## config.mk

```make
export PLATFORM = sky130hd
export DESIGN_NAME = axi_read_arbiter
export DESIGN_NICKNAME = d
export VERILOG_FILES = /design/src/rtl/axi_arb_pkg.sv /design/src/rtl/axi_outstanding_counter.sv /design/src/rtl/axi_read_arbiter.sv
export SDC_FILE = /design/constraint.sdc
export NUM_CORES = 1
export LEC_CHECK = 0
export BUFFER_PORTS_ARGS = -buffer_cell sky130_fd_sc_hd__clkbuf_2
export CAP_MARGIN = 40
export CELL_PAD_IN_SITES_DETAIL_PLACEMENT = 1
export CELL_PAD_IN_SITES_GLOBAL_PLACEMENT = 1
export CORE_MARGIN = 2
export CORE_UTILIZATION = 30
export DETAILED_ROUTE_END_ITERATION = 12
export PLACE_DENSITY_LB_ADDON = 0.1
export RECOVER_POWER = 25
export SLEW_MARGIN = 20
export SYNTH_ARGS = -nofsm -noshare
export SYNTH_HDL_FRONTEND = slang
export SYNTH_SLANG_ARGS = --single-unit
```

## constraint.sdc

```tcl
create_clock -name clock -period 4.3 [get_ports clock]
set_input_delay 0.86 -clock clock [delete_from_list [all_inputs] [get_ports clock]]
set_output_delay 0.86 -clock clock [all_outputs]
set_load 0.01 [all_outputs]
```

## src/rtl/axi_arb_pkg.sv

```systemverilog
`default_nettype none
// ============================================================================
//  Module   : axi_arb_pkg
//  Purpose  : Shared types and constants for the AXI read-channel arbiter.
//             These are the arbiter FSM states, the requester encoding,
//             the AXI OKAY response code and the default AXI IDs.
//  Revision : 1.0  initial release
// ============================================================================
package axi_arb_pkg;

    typedef enum logic [0:0] {
        IDLE  = 1'b0,
        ISSUE = 1'b1
    } arb_state_t;

    typedef enum logic [0:0] {
        REQ_INST = 1'b0,
        REQ_DATA = 1'b1
    } requester_t;

    localparam logic [1:0] AXI_RESP_OKAY   = 2'b00;
    localparam logic [3:0] DEFAULT_INST_ID = 4'd0;
    localparam logic [3:0] DEFAULT_DATA_ID = 4'd1;

endpackage
`default_nettype wire

```

## src/rtl/axi_outstanding_counter.sv

```systemverilog
`default_nettype none
// ============================================================================
//  Module   : axi_outstanding_counter
//  Purpose  : Tracks in-flight reads for one requester. The count saturates at
//             0 and at MAX_OUTSTANDING. When inc and dec arrive together, the
//             count is left unchanged.
//  Revision : 1.0  initial release
// ============================================================================
module axi_outstanding_counter #(
    parameter int MAX_OUTSTANDING = 2
) (
    input  logic clock,
    input  logic reset,
    input  logic inc,
    input  logic dec,
    output logic full
);

    localparam int                CNT_W   = $clog2(MAX_OUTSTANDING + 1);
    localparam logic [CNT_W-1:0]  CNT_MAX = CNT_W'(MAX_OUTSTANDING);

    logic [CNT_W-1:0] count;

    // Saturating up/down count of reads issued but not yet completed
    always_ff @(posedge clock) begin
        if (reset) begin
            count <= '0;
        end else begin
            case ({inc, dec})
                2'b10:   if (count != CNT_MAX) count <= count + 1'b1;
                2'b01:   if (count != '0)      count <= count - 1'b1;
                default: count <= count;
            endcase
        end
    end

    assign full = (count == CNT_MAX);

endmodule
`default_nettype wire

```

## src/rtl/axi_read_arbiter.sv

```systemverilog
`default_nettype none
// ============================================================================
//  Module   : axi_read_arbiter
//  Purpose  : Shares one AXI AR/R channel pair between the instruction-fetch
//             and data-load requesters. It issues registered ARs, applies an
//             outstanding limit per requester, blocks read-after-write hazards
//             and routes R beats by ID.
//  Options  : AXI_ARB_ROUND_ROBIN_EN replaces data priority and the starvation
//             guard with round-robin arbitration.
//  Revision : 1.0  initial release
// ============================================================================
module axi_read_arbiter
    import axi_arb_pkg::*;
#(
    parameter int         ADDR_W          = 32,
    parameter int         MAX_OUTSTANDING = 2,
    parameter int         STARVE_LIMIT    = 4,
    parameter logic [3:0] INST_ID         = DEFAULT_INST_ID,
    parameter logic [3:0] DATA_ID         = DEFAULT_DATA_ID
) (
    input  logic              clock,
    input  logic              reset,
    input  logic              inst_req_valid,
    output logic              inst_req_ready,
    input  logic [ADDR_W-1:0] inst_req_addr,
    input  logic [2:0]        inst_req_size,
    output logic              inst_rsp_valid,
    input  logic              inst_rsp_ready,
    output logic [ADDR_W-1:0] inst_rsp_data,
    input  logic              data_req_valid,
    output logic              data_req_ready,
    input  logic [ADDR_W-1:0] data_req_addr,
    input  logic [2:0]        data_req_size,
    output logic              data_rsp_valid,
    input  logic              data_rsp_ready,
    output logic [ADDR_W-1:0] data_rsp_data,
    input  logic              wr_pending,
    input  logic [ADDR_W-1:0] wr_pending_addr,
    output logic [3:0]        ar_id,
    output logic [ADDR_W-1:0] ar_addr,
    output logic [2:0]        ar_size,
    output logic              ar_valid,
    input  logic              ar_ready,
    input  logic [3:0]        r_id,
    input  logic [ADDR_W-1:0] r_data,
    input  logic [1:0]        r_resp,
    input  logic              r_last,
    input  logic              r_valid,
    output logic              r_ready,
    output logic              rsp_err
);

    arb_state_t state, next_state;
    logic grant_inst, grant_data, pick_inst;
    logic inst_full, data_full;
    logic inst_hazard, data_hazard, inst_eligible, data_eligible;
    logic id_is_inst, id_is_data, id_unknown, r_fire;

    // A read is held only while the pending write targets the same word.
    assign inst_hazard   = wr_pending && (wr_pending_addr[ADDR_W-1:2] == inst_req_addr[ADDR_W-1:2]);
    assign data_hazard   = wr_pending && (wr_pending_addr[ADDR_W-1:2] == data_req_addr[ADDR_W-1:2]);
    assign inst_eligible = inst_req_valid && !inst_full && !inst_hazard;
    assign data_eligible = data_req_valid && !data_full && !data_hazard;

`ifdef AXI_ARB_ROUND_ROBIN_EN
    requester_t last_grant;

    // On contention, the requester not granted last time wins.
    assign pick_inst = inst_eligible && (!data_eligible || (last_grant == REQ_DATA));

    // Remember who won the most recent arbitration
    always_ff @(posedge clock) begin
        if (reset)           last_grant <= REQ_INST;
        else if (grant_inst) last_grant <= REQ_INST;
        else if (grant_data) last_grant <= REQ_DATA;
    end
`else
    localparam int                   STARVE_W   = $clog2(STARVE_LIMIT + 1);
    localparam logic [STARVE_W-1:0]  STARVE_MAX = STARVE_W'(STARVE_LIMIT);
    logic [STARVE_W-1:0] starve_count;

    // Data wins contention unless instruction fetch has lost too many times in a row.
    assign pick_inst = inst_eligible && (!data_eligible || (starve_count >= STARVE_MAX));

    // Count arbitrations lost by an eligible instruction request
    always_ff @(posedge clock) begin
        if (reset)
            starve_count <= '0;
        else if (grant_inst)
            starve_count <= '0;
        else if (grant_data && inst_eligible && (starve_count != STARVE_MAX))
            starve_count <= starve_count + 1'b1;
    end
`endif

    // AR state register
    always_ff @(posedge clock) begin
        if (reset) state <= IDLE;
        else       state <= next_state;
    end

    // Grant selection in IDLE; ISSUE waits for the AR handshake.
    always_comb begin
        next_state = state;
        grant_inst = 1'b0;
        grant_data = 1'b0;
        case (state)
            IDLE: begin
                if (pick_inst) begin
                    grant_inst = 1'b1;
                    next_state = ISSUE;
                end else if (data_eligible) begin
                    grant_data = 1'b1;
                    next_state = ISSUE;
                end
            end
            ISSUE:   if (ar_ready) next_state = IDLE;
            default: next_state = IDLE;
        endcase
    end

    assign inst_req_ready = grant_inst;
    assign data_req_ready = grant_data;
    assign ar_valid       = (state == ISSUE);

    // Capture the granted request so AR stays stable while it is stalled.
    always_ff @(posedge clock) begin
        if (reset) begin
            ar_id   <= '0;
            ar_addr <= '0;
            ar_size <= '0;
        end else if (grant_inst) begin
            ar_id   <= INST_ID;
            ar_addr <= inst_req_addr;
            ar_size <= inst_req_size;
        end else if (grant_data) begin
            ar_id   <= DATA_ID;
            ar_addr <= data_req_addr;
            ar_size <= data_req_size;
        end
    end

    // R routing: the instruction ID takes precedence if both IDs are equal. Unknown IDs are sunk.
    assign id_is_inst     = (r_id == INST_ID);
    assign id_is_data     = (r_id == DATA_ID) && !id_is_inst;
    assign id_unknown     = !id_is_inst && !id_is_data;
    assign inst_rsp_valid = r_valid && id_is_inst;
    assign data_rsp_valid = r_valid && id_is_data;
    assign inst_rsp_data  = r_data;
    assign data_rsp_data  = r_data;
    assign r_ready        = id_is_inst ? inst_rsp_ready :
                            id_is_data ? data_rsp_ready : 1'b1;
    assign r_fire         = r_valid && r_ready;

    // Sticky error for accepted beats that are misrouted or carry a bad response
    always_ff @(posedge clock) begin
        if (reset)
            rsp_err <= 1'b0;
        else if (r_fire && (id_unknown || (r_resp != AXI_RESP_OKAY)))
            rsp_err <= 1'b1;
    end

    axi_outstanding_counter #(.MAX_OUTSTANDING(MAX_OUTSTANDING)) u_inst_cnt (
        .clock (clock),
        .reset (reset),
        .inc   (grant_inst),
        .dec   (r_fire && r_last && id_is_inst),
        .full  (inst_full)
    );

    axi_outstanding_counter #(.MAX_OUTSTANDING(MAX_OUTSTANDING)) u_data_cnt (
        .clock (clock),
        .reset (reset),
        .inc   (grant_data),
        .dec   (r_fire && r_last && id_is_data),
        .full  (data_full)
    );

endmodule
`default_nettype wire
```

; After elaboration in Yosys (flattened, before gate mapping)
; Index checks and enable logic that the tools add are counted.
; Widths: inputs -> output; s select.
[word_totals]
output_inout_bits = 110
word_cells = 88
regBits = 45
[op_classes]
bitwise = 1
add_sub_neg = 5
reduce_logical = 37
n_eq_ne = 16
magnitude_cmp = 1
muxes = 20
[ops]
columns = cell, count
row1 = $mux 32, 2
row2 = $eq 30x30->1, 2
row3 = $logic_and 1x1->1, 18
row4 = $reduce_bool 2->1, 6
row5 = $mux 1, 9
row6 = $eq 2x2->1 const B, 4
row7 = $mux 2, 4
row8 = $ne 2x1->1 const B, 4
row9 = $pmux 2 s2, 2
row10 = $logic_not 1->1, 7
row11 = $mux 3, 2
row12 = $reduce_and 3->1, 2
row13 = $add 2x1->2 const B, 2
row14 = $eq 2x1->1 const B, 2
row15 = $eq 4x1->1 const B, 1
row16 = $logic_not 4->1, 1
row17 = $ne 2x2->1 const B, 2
row18 = $sub 2x1->2 const B, 2
row19 = $add 3x1->3 const B, 1
row20 = $ge 3x3->1 const B, 1
row21 = $ne 3x3->1 const B, 1
row22 = $logic_or 1x1->1, 2
row23 = $pmux 1 s2, 1
row24 = $reduce_or 2->1, 1
row25 = $not 1->1, 1

; Depth between registers and ports, before layout
; Gate-level depths: netlist of run 1.
[depth]
ltp_word = 12
ltp_mapped = 12

; By module
; From an unflattened synthesis of run 1, not the netlist that was laid out.
[hier_totals]
cells_unflattened = 440
area_unflattened_um2 = 3572.2
[by_module_without_submodules]
columns = mod, seq_area_each_um2, cells_each, n_inst, area_per_inst_um2
row1 = axi_read_arbiter, 820.8, 412, 1, 3334.4
row2 = axi_outstanding_counter, 40.0, 14, 2, 118.9

; Least setup slack after synthesis of run 1
; OpenSTA, ideal clock, no wires.
[synth_path]
path_kind = input-to-reg
from = input wr_pending_addr[8]
to = register u_inst_cnt.count[0]
required_ps = 4235
stages = 12
arrival_time_ps = 2989
setup_time_ps = 65
path_slack_ps = 1246
path_buffers = 1
path_cell_list = xnor2_1 -> nand4_1 -> nor4_2 -> a21boi_1 -> clkbuf_1 -> nor2_1 -> inv_1 -> ha_1 -> nor2b_1 -> a2111oi_0 -> a21oi_1 -> nor2_1
[synth_via]
elab_chain_cells = 12
[synth_lines]
columns = item, line
row1 = start: declaration, axi_read_arbiter.sv:38  ; input logic [ADDR_W-1:0] wr_pending_addr,
row2 = $eq 30x30->1, axi_read_arbiter.sv:61  ; assign data_hazard = wr_pending && (wr_pending_addr[ADDR_W-1:2] == data_req_addr[ADDR_W-1:2]);
row3 = $logic_and 1x1->1, axi_read_arbiter.sv:61
row4 = $logic_not 1->1, axi_read_arbiter.sv:63  ; assign data_eligible = data_req_valid && !data_full && !data_hazard;
row5 = $logic_and 1x1->1, axi_read_arbiter.sv:63
row6 = $logic_not 1->1, axi_read_arbiter.sv:83  ; assign pick_inst = inst_eligible && (!data_eligible || (starve_count >= STARVE_MAX));
row7 = $logic_or 1x1->1, axi_read_arbiter.sv:83
row8 = $logic_and 1x1->1 (*), axi_read_arbiter.sv:83
row9 = $mux 1 (*), axi_read_arbiter.sv:109  ; if (pick_inst) begin
row10 = $mux 1 (*), axi_read_arbiter.sv:107  ; case (state)
row11 = net inst_req_ready, axi_read_arbiter.sv:24  ; output logic inst_req_ready,
row12 = $eq 2x1->1 / $eq 2x2->1 (equally long branches), axi_outstanding_counter.sv:29  ; case ({inc, dec})
row13 = $ne 2x1->1 (no source line) / $reduce_bool 2->1 (equally long branches), n/a
row14 = $reduce_and 3->1 (no source line), n/a
row15 = end signal: assignment, axi_outstanding_counter.sv:30  ; 2'b10: if (count != CNT_MAX) count <= count + 1'b1;
row16 = end signal: assignment, axi_outstanding_counter.sv:31  ; 2'b01: if (count != '0) count <= count - 1'b1;
row17 = end signal: assignment, axi_outstanding_counter.sv:32  ; default: count <= count;
row18 = end: declaration, axi_outstanding_counter.sv:22  ; logic [CNT_W-1:0] count;
; The timed path passes the listed nets; every way through them passes the cells marked *.
; A chain may end at the register's enable or synchronous reset.

; Worst setup path after layout of run 1
[layout_path]
from = input wr_pending_addr[26]
to = output data_req_ready
[layout_via]
elab_chain_cells = 9
[layout_lines]
columns = item, line
row1 = $eq 30x30->1, axi_read_arbiter.sv:61
row2 = $logic_and 1x1->1, axi_read_arbiter.sv:61
row3 = $logic_not 1->1, axi_read_arbiter.sv:63
row4 = $logic_and 1x1->1, axi_read_arbiter.sv:63
row5 = $logic_not 1->1, axi_read_arbiter.sv:83
row6 = $logic_or 1x1->1, axi_read_arbiter.sv:83
row7 = $logic_and 1x1->1, axi_read_arbiter.sv:83
row8 = $mux 1 (*), axi_read_arbiter.sv:109
row9 = $mux 1 (*), axi_read_arbiter.sv:107
row10 = end: declaration, axi_read_arbiter.sv:31  ; output logic data_req_ready,
; Mark *: on every way between the ends. The rest lies on a longest branch, timed or not.

==> flow_summary.ini, run 1 <==
[setup_path]
critical_path_required_ns = 3.44
critPathLaunchType = primary input
arrival_ns = 2.67
worstSetupEndpointType = primary output
path_max_fanout = 18
crit_type = in2out

[clock_tree]
numCtsBuffers = 5
cts.sinks = 45
clk_path_buf_depth = 2
cts_root_buf = clkbuf_16
post_cts_resize_count = 0
clkLatencyLatePin_ns = 0.29
htreeDepth = 2
ctsHoldBuffers = 0
clk_pin_slew_ns = 0.07
cts_tree = done
postCtsSetupRepairBufs = 0

[die]
dieWidth_um = 114.4
io_pins = 260
core_area_sq_um = 11960
die-height_um = 114.4
initial_core_util_pct = 30.55
dieArea_sq_um = 13080
rows = 40

[timing]
fmax_mhz = 283.5
fin_setup_tns_ns = 0
tightest_slew_ns = 0.6764
worst_clock_skew_ns = 0.004627
finalMaxSlewViolations = 0
period_share_pct = 82.03
fin_crit_ns = 3.527
finalSetupViolCount = 0
rsz0062_at_grt = false
fin_hold_ws_ns = 0.4685
max_slew_margin_pct = 54.90
hold_viol = 0

[route]
vias = 3518
postRouteWirelength_um = 14030
dr.pass1.iters = 4
drt_iter0_markers = 121
vias_per_cell = 5.243
drc = 0
wl_per_cell_um = 20.91
antenna_left = 0

[power_and_ir_drop]
clockPowerShare_pct = 36.1
internal_power_uw = 959.7
ir_worst_vdd_uv = 165.8
switchingPower_uw = 465.8
swShare_pct = 32.68
power.density_nw_per_um2 = 338.4
pwr-share-seq_pct = 34.2
p_leak_nw = 1.601
combPwrFrac_pct = 29.7

[flow_run]
drv_cap = 0

[grt]
grt_pass1_wl_um = 21100
grt_pass1_vias = 3615
grt.total_usage_pct = 21.27
grt-ovfl-total = 0
grt_max_degree = 63
antenna_found_initial = 0

[synth]
yosysSeqAreaShare_pct = 24.65
synthAdderAreaFrac_pct = 2.054
yosys_warnings = 0
synth-compound-area-share_pct = 20.34
netlist-cell-type-count = 35
syn_inst = 445
synthMuxAreaShare_pct = 0
post_synth_and_or_nand_nor_area_fraction_pct = 19.24
synthXorXnorAreaFrac_pct = 14.38
syn_area_per_cell_sq_um = 8.213
ys_ff_latch = 45
synth_top_family_by_area = compound AO/OA/AOI/OAI gates
netlist_area_sq_um = 3655

[run_status]
status = complete, no violations

[placed_design]
io_buffers = 158
dp_hpwl_um = 10670
routabilityCongestion = 0.8190
dpl_cell_area_sq_um = 4069
placedCellCount = 663

[min_path]
hp-class = reg2reg

[finish]
layout_common_cells = 121 x clkbuf_2, 60 x xnor2_1, 45 x dfxtp_1
final_area_sq_um = 4213
layoutNonFillerInstCount = 671
drive_above_1_share_pct = 31.49
diodes = 0
final_common_cell = clkbuf_2
utilization_pct = 35.22
fin_nets = 679
areaGrowthSynthToFinish_pct = 15.27
-- cell families (layout without fill, tap and decap cells) --
| family | count (synthesis) | count (layout) |
|---|---|---|
| other | 1 | 3 |
| and+or+nand+nor | 129 | 129 |
| AOI/OAI and AO/OA | 96 | 96 |
| buffers and inverters | 108 | 185 |
| xor gates and xnor gates | 60 | 60 |
| adders and majority gates | 6 | 6 |
| DFF | 45 | 45 |
-- cell usage after synthesis --
| cell type | count | share of area [%] |
|---|---|---|
| a31oi_1 | 1 | 0.17 |
| inv_1 | 10 | 1.0 |
| nand3_1 | 41 | 5.6 |
| or2_2 | 3 | 0.51 |
| nand4_1 | 16 | 2.7 |
| a21boi_1 | 1 | 0.21 |
| conb_1 | 1 | 0.10 |
| nor3_1 | 38 | 5.2 |
| a211o_1 | 1 | 0.24 |
| a21bo_1 | 1 | 0.27 |
| clkbuf_1 | 19 | 2.0 |
| buf_6 | 5 | 1.5 |
| dfxtp_1 | 45 | 25 |
| nor2b_1 | 3 | 0.51 |
| buf_4 | 67 | 14 |
| nand2b_2 | 1 | 0.24 |
| o21a_1 | 2 | 0.41 |
| a311oi_2 | 14 | 5.8 |
| buf_2 | 7 | 0.96 |
| and3_1 | 1 | 0.17 |
| a311oi_1 | 21 | 5.0 |
| nor4_2 | 2 | 0.68 |
| a41oi_1 | 1 | 0.24 |
| nand2b_1 | 2 | 0.34 |
| a31o_2 | 2 | 0.48 |
| nand2_1 | 7 | 0.72 |
| a2111oi_0 | 2 | 0.48 |
| xnor2_1 | 60 | 14 |
| a211oi_2 | 1 | 0.34 |
| nor4_4 | 2 | 1.2 |
| ha_1 | 6 | 2.1 |
| a21oi_1 | 9 | 1.2 |
| o21ai_1 | 20 | 2.7 |
| nor2_1 | 13 | 1.3 |
| o21ai_0 | 20 | 2.7 |
-- through the flow --
| stage | worst slack (ns) | total power, mW |
|---|---|---|
| floorplan | 1.246 | 0.8066 |
| finish | 0.7726 | 1.425 |
| global placement | 0.7283 | 0.9270 |
| detailed placement | 0.7226 | 0.9311 |
| global route | 0.5890 | 1.496 |
| CTS | 0.7172 | 1.452 |
-- worst max-delay path, cell delays in order --
cell and delay [ns]:
clkbuf_2 0.10, xnor2_1 0.26, nand4_1 0.15, nor4_2 0.59
a21oi_4 0.29, nand2b_1 0.22, inv_1 0.07, clkbuf_2 0.13
-- state kept, by name (all words and copies together), names as in the netlist --
| signal | flops |
|---|---|
| ar_addr | 32 |
| ar_size | 3 |
| ar_id | 1 |
| u_data_cnt.count | 2 |
| rsp_err | 1 |
| starve_count | 3 |
| ar_valid | 1 |
| u_inst_cnt.count | 2 |
-- area by class of cell --
type                    instances  area [sq um]
clock inverters                 3         65.06
fillers                      1455          7749
inverters                      10         37.54
well taps                     147         183.9
flip-flops and latches         45         900.9
repair buffers                167         812.0
multi-input cells             294          2088
clock buffers                   5         125.1
-- power by group through the flow --
stage	Sequential [mW]	Combinational (mW)	Clock [mW]
after floorplan	0.512	0.295	0
after global placement	0.497	0.430	0
after detailed placement	0.498	0.433	0
after CTS	0.489	0.435	0.528
after global routing	0.494	0.462	0.540
final	0.488	0.423	0.515
-- final timing paths --
| check | startpoint | to | slack (ns) | cells after the start |
|---|---|---|---|---|
| worst max-delay path | wr_pending_addr[26] | data_req_ready | 0.77 | 8 |
| worst min-delay path | ar_id[0]$_SDFFE_PP0N_ | ar_id[0]$_SDFFE_PP0N_ | 0.47 | 2 |
| worst max register to register | u_data_cnt.count[0]$_SDFFE_PP0P_ | ar_addr[15]$_SDFFE_PP0P_ | 1.72 | 6 |
| worst min register to register | ar_id[0]$_SDFFE_PP0N_ | ar_id[0]$_SDFFE_PP0N_ | 0.47 | 2 |
-- per-layer routing --
layer  up-vias  share of wire [%]  global-route usage, %
met5         -                  0                      0
met4         0                2.6                  7.398
met3        32                5.3                  3.282
met2       124                 47                  35.67
met1      1679                 45                  27.79
li1       1683                  -                      -
No activity file was read; power rests on OpenSTA's default activity.
==> run 2: changes to the inputs <==
CORE_UTILIZATION = 25   (was 30)
clock period = 2.9 ns   (was 4.3 ns; I/O delays follow)
==> run 2 against run 1 <==
  * Power increased by 46%
  * Worst hold slack lost 0.0068 ns
  * Die area rose by 19%
  * Sequential cell count stayed put
  * Combinational power is 64% higher
  * Global-route usage fell by 2.3 points
  * Critical endpoint unchanged
  * Highest routed layer unchanged
==> flow_summary.ini, run 2 (synthesis gave the netlist of run 1 again) <==
[run_status]
status = complete, no violations

[route]
drc = 0
postRouteWirelength_um = 15190
vias_per_cell = 4.989
dr.pass1.iters = 5
antenna_left = 0
wl_per_cell_um = 21.01
drt_iter0_markers = 140
vias = 3607

[setup_path]
worstSetupEndpointType = primary output
path_max_fanout = 4
critical_path_required_ns = 2.32
critPathLaunchType = primary input
arrival_ns = 2.18
crit_type = in2out

[timing]
tightest_slew_ns = 0.5310
fmax_mhz = 362.9
max_slew_margin_pct = 64.22
fin_setup_tns_ns = 0
period_share_pct = 95.02
finalSetupViolCount = 0
rsz0062_at_grt = false
fin_ws_ns = 0.1443
hold_viol = 0
worst_clock_skew_ns = 0.004503
finalMaxSlewViolations = 0
fin_crit_ns = 2.756

[die]
die-height_um = 124.9
io_pins = 260
initial_core_util_pct = 25.34
dieWidth_um = 124.9
core_area_sq_um = 14420
dieArea_sq_um = 15600
rows = 44

[finish]
layoutNonFillerInstCount = 723
layout_common_cells = 158 x clkbuf_2, 60 x xnor2_1, 45 x dfxtp_1
areaGrowthSynthToFinish_pct = 22.39
drive_above_1_share_pct = 40.26
largest_reg_flops = 32
final_common_cell = clkbuf_2
reg_top3 = ar_addr x32, ar_size x3, starve_count x3
fillers = 1752
diodes = 0
ff_latch_area_sq_um = 900.9
multi_input_area_sq_um = 2090
fin_nets = 694
regMostFlops = ar_addr

[clock_tree]
cts.sinks = 45
cts_root_buf = clkbuf_16
clk_pin_slew_ns = 0.07
htreeDepth = 2
cts_tree = done
numCtsBuffers = 5
clkLatencyLatePin_ns = 0.30
clk_path_buf_depth = 2

[min_path]
hp-class = reg2reg

[placed_design]
routabilityCongestion = 0.7671
place_ws_ns = -0.2760
io_buffers = 158
dp_hpwl_um = 11670
placedCellCount = 714

[power_and_ir_drop]
ir_worst_vdd_uv = 214.0
power.density_nw_per_um2 = 464.3
p_leak_nw = 1.814

[grt]
grt_max_degree = 41
grt.total_usage_pct = 18.97
grt_pass1_vias = 3811
grt_pass1_wl_um = 23030
antenna_found_initial = 0
grt-ovfl-total = 0

[flow_run]
drv_cap = 0
-- run 2: changes by cell type in the layout (fill, tap and decap cells not counted), moves of 2 or more --
cell       previous run  this run
buf_12                0         5
clkbuf_1             37         0
bufinv_16             2         0
clkbuf_8              0         2
buf_4                 9        17
clkbuf_2            121       158
-- run 2: cell type report --
class / count / share of cell area [%]
Multi-Input combinational cell: 294 / 46.71
Timing Repair Buffer: 182 / 23.64
Sequential cell: 45 / 20.14
Tap cell: 184 / 5.147
Clock buffer: 7 / 3.413
Inverter: 10 / 0.8392
Clock inverter: 1 / 0.1119
-- run 2: where the power goes --
part	switching, mW	internal (mW)
Combinational	0.396	0.298
Sequential	0.0428	0.683
Clock	0.289	0.367
Total	0.729	1.35
-- run 2: per-layer routing --
| metal | share of wire, % | GRT usage [%] | up-vias | wire [um] |
|---|---|---|---|---|
| met3 | 4.5 | 3.222 | 33 | 681 |
| met5 | 0 | 0 | - | 0 |
| met4 | 1.6 | 6.013 | 0 | 246 |
| li1 | - | - | 1716 | - |
| met2 | 50 | 33.08 | 101 | 7533 |
| met1 | 44 | 23.89 | 1757 | 6732 |
-- run 2: final timing paths --
kind	startpoint	to	slack, ns	depth (start not counted)
min	ar_id[0]$_SDFFE_PP0N_	ar_id[0]$_SDFFE_PP0N_	0.46	2
max	wr_pending_addr[11]	data_req_ready	0.14	9
min reg2reg	ar_id[0]$_SDFFE_PP0N_	ar_id[0]$_SDFFE_PP0N_	0.46	2
max reg2reg	u_data_cnt.count[1]$_SDFFE_PP0P_	u_inst_cnt.count[0]$_SDFFE_PP0P_	0.63	11
-- run 2: metrics by stage --
step           area [sq um]  utilization (%)  hold slack (ns)  total power, mW
6_report               4473            31.01           0.4617            2.077
5_1_grt                4473            31.01           0.4945            2.181
4_1_cts                4464            30.95           0.4711            2.110
3_5_place_dp           4307            29.86           0.4598            1.440
3_3_place_gp           4268            29.59           0.4475            1.422
2_1_floorplan          3662                -           0.4696            1.196
-- run 2: worst max-delay path, cell delays in order --
cell and delay, ns:
clkbuf_2 0.11, xnor2_1 0.28, buf_4 0.16, nand4_1 0.14, nor4_4 0.34, a21oi_1 0.11
nand2b_1 0.22, inv_1 0.10, clkbuf_2 0.14
-- run 2: what timing repair did --
item	4_1_cts	5_1_grt
hold buffers	0	0
gates resized for setup	0	1
setup endpoints to repair	0	3
setup buffers	0	1
==> run 3: changes to the inputs <==
CORE_UTILIZATION = 30   (was 25)
clock period = 3.3 ns   (was 2.9 ns; I/O delays follow)
==> run 3 against run 2 <==
  * Sequential power shrank 12%
  * Clock skew shrank 0.00068 ns
  * Final cell count shrank 6.6%
  * Global-route usage grew 1.5 points
==> flow_summary.ini, run 3 (synthesis gave the netlist of run 1 again) <==
[grt]
grt_pass1_wl_um = 20460
antenna_found_initial = 0
grt.total_usage_pct = 20.52
grt-ovfl-total = 0
grt_pass1_vias = 3568
grt_max_degree = 42

[timing]
worst_clock_skew_ns = 0.003819
period_share_pct = 90.45
fmax_mhz = 335.0
rsz0062_at_grt = false
hold_viol = 0
tightest_slew_ns = 0.7895
fin_ws_ns = 0.3152
finalMaxSlewViolations = 0
fin_setup_tns_ns = 0
max_slew_margin_pct = 47.37
fin_crit_ns = 2.985
fin_hold_ws_ns = 0.4495
finalSetupViolCount = 0

[power_and_ir_drop]
pwr-share-seq_pct = 35.1
combPwrFrac_pct = 31.5
power.density_nw_per_um2 = 423.0
clockPowerShare_pct = 33.4
p_leak_nw = 1.736
ir_worst_vdd_uv = 205.4
internal_power_mw = 1.216
switchingPower_uw = 596.4
power.total_mw = 1.812
swShare_pct = 32.91

[placed_design]
dp_hpwl_um = 10670
place_ws_ns = 0.2180
io_buffers = 158
routabilityCongestion = 0.7904

[setup_path]
worstSetupEndpointType = primary output
cp_cell_sequence = clkbuf_2 > xnor2_1 > nand4_1 > nor4_4 > a21oi_1 > nand2b_1 > inv_1 > clkbuf_2
critical_path_required_ns = 2.64
crit_type = in2out
cpMostUsedCell = clkbuf_2
max_stage_delay_ns = 0.48
arrival_ns = 2.32
critPathLaunchType = primary input
critical_path_buf_inv_count = 3
path_max_fanout = 4
slowest_stage = nor4_4
crit_family = simple AND/OR/NAND/NOR gates

[finish]
regMostFlops = ar_addr
layout_common_cells = 158 x clkbuf_2, 60 x xnor2_1, 45 x dfxtp_1
areaGrowthSynthToFinish_pct = 17.22
reg_top3 = ar_addr x32, ar_size x3, starve_count x3
fin_nets = 683
drive_above_1_share_pct = 38.83
largest_reg_flops = 32
final_common_cell = clkbuf_2
diodes = 0

[die]
die-height_um = 114.4
dieArea_sq_um = 13080
initial_core_util_pct = 30.55
dieWidth_um = 114.4
core_area_sq_um = 11960
rows = 40
io_pins = 260

[clock_tree]
post_cts_resize_count = 0
cts.sinks = 45
cts_root_buf = clkbuf_16
clkLatencyLatePin_ns = 0.29
clk_pin_slew_ns = 0.07
htreeDepth = 2
numCtsBuffers = 5
clk_path_buf_depth = 2
postCtsSetupRepairBufs = 0
cts_tree = done
ctsHoldBuffers = 0

[route]
vias_per_cell = 5.267
wl_per_cell_um = 20.55
drt_iter0_markers = 205
dr.pass1.iters = 5
drc = 0
postRouteWirelength_um = 13870
antenna_left = 0
vias = 3555

[min_path]
hp-class = reg2reg

[run_status]
status = complete, no violations

[flow_run]
drv_cap = 0
[run 3: changes by cell type in the layout (fill, tap and decap cells not counted)]
| cell | change |
|---|---|
| a2111oi_0 | +1 |
| buf_6 | -1 |
| buf_12 | -4 |
| bufinv_16 | +1 |
| clkbuf_1 | +1 |
| clkbuf_8 | -1 |
| a2111oi_1 | -1 |
| buf_16 | -1 |
| clkinv_2 | -1 |
| buf_4 | -5 |
[run 3: through the flow]
step / utilization, % / area [sq um] / instances
3_3_place_gp: 34.37 / 4111 / 667
6_report: 35.82 / 4284 / 675
2_1_floorplan: - / 3662 / 447
5_1_grt: 35.82 / 4284 / 675
4_1_cts: 35.82 / 4284 / 675
3_5_place_dp: 34.37 / 4111 / 667
[run 3: final timing paths]
path	slack [ns]	endpoint	depth (start not counted)	startpoint
hold / removal	0.45	ar_id[0]$_SDFFE_PP0N_	2	ar_id[0]$_SDFFE_PP0N_
setup / recovery	0.32	data_req_ready	8	inst_req_addr[29]
setup reg to reg	0.92	ar_addr[16]$_SDFFE_PP0P_	7	u_data_cnt.count[0]$_SDFFE_PP0P_
hold reg to reg	0.45	ar_id[0]$_SDFFE_PP0N_	2	ar_id[0]$_SDFFE_PP0N_
[run 3: area by class of cell]
cell class | count | area [sq um]
Sequential cell | 45 | 900.9
Fill cell | 1490 | 7677
Clock inverter | 1 | 30.03
Tap cell | 147 | 183.9
Multi-Input combinational cell | 294 | 2088
Clock buffer | 7 | 142.6
Timing Repair Buffer | 171 | 900.9
Inverter | 10 | 37.54
[run 3: power by group through the flow]
stage / Sequential, mW / Combinational [mW] / Clock [mW]
2_1_floorplan: 0.667 / 0.384 / 0
3_3_place_gp: 0.648 / 0.567 / 0
3_5_place_dp: 0.650 / 0.572 / 0
4_1_cts: 0.638 / 0.574 / 0.617
5_1_grt: 0.645 / 0.621 / 0.641
6_report: 0.637 / 0.570 / 0.605
[run 3: worst reg2reg max path, delay by kind of cell (launching register included)]
family | cells | cell delay (ns)
AOI/OAI and AO/OA | 3 | 0.44
buffers and inverters | 2 | 0.76
DFF | 1 | 0.40
and+or+nand+nor | 2 | 0.63
[run 3: layer usage]
layer  GRT usage (%)  wire [um]  vias up
li1                -          -     1696
met1           27.05       6092     1706
met2           34.29       6665      121
met3           3.017        735       32
met4           6.992        376        0
met5               0          0        -
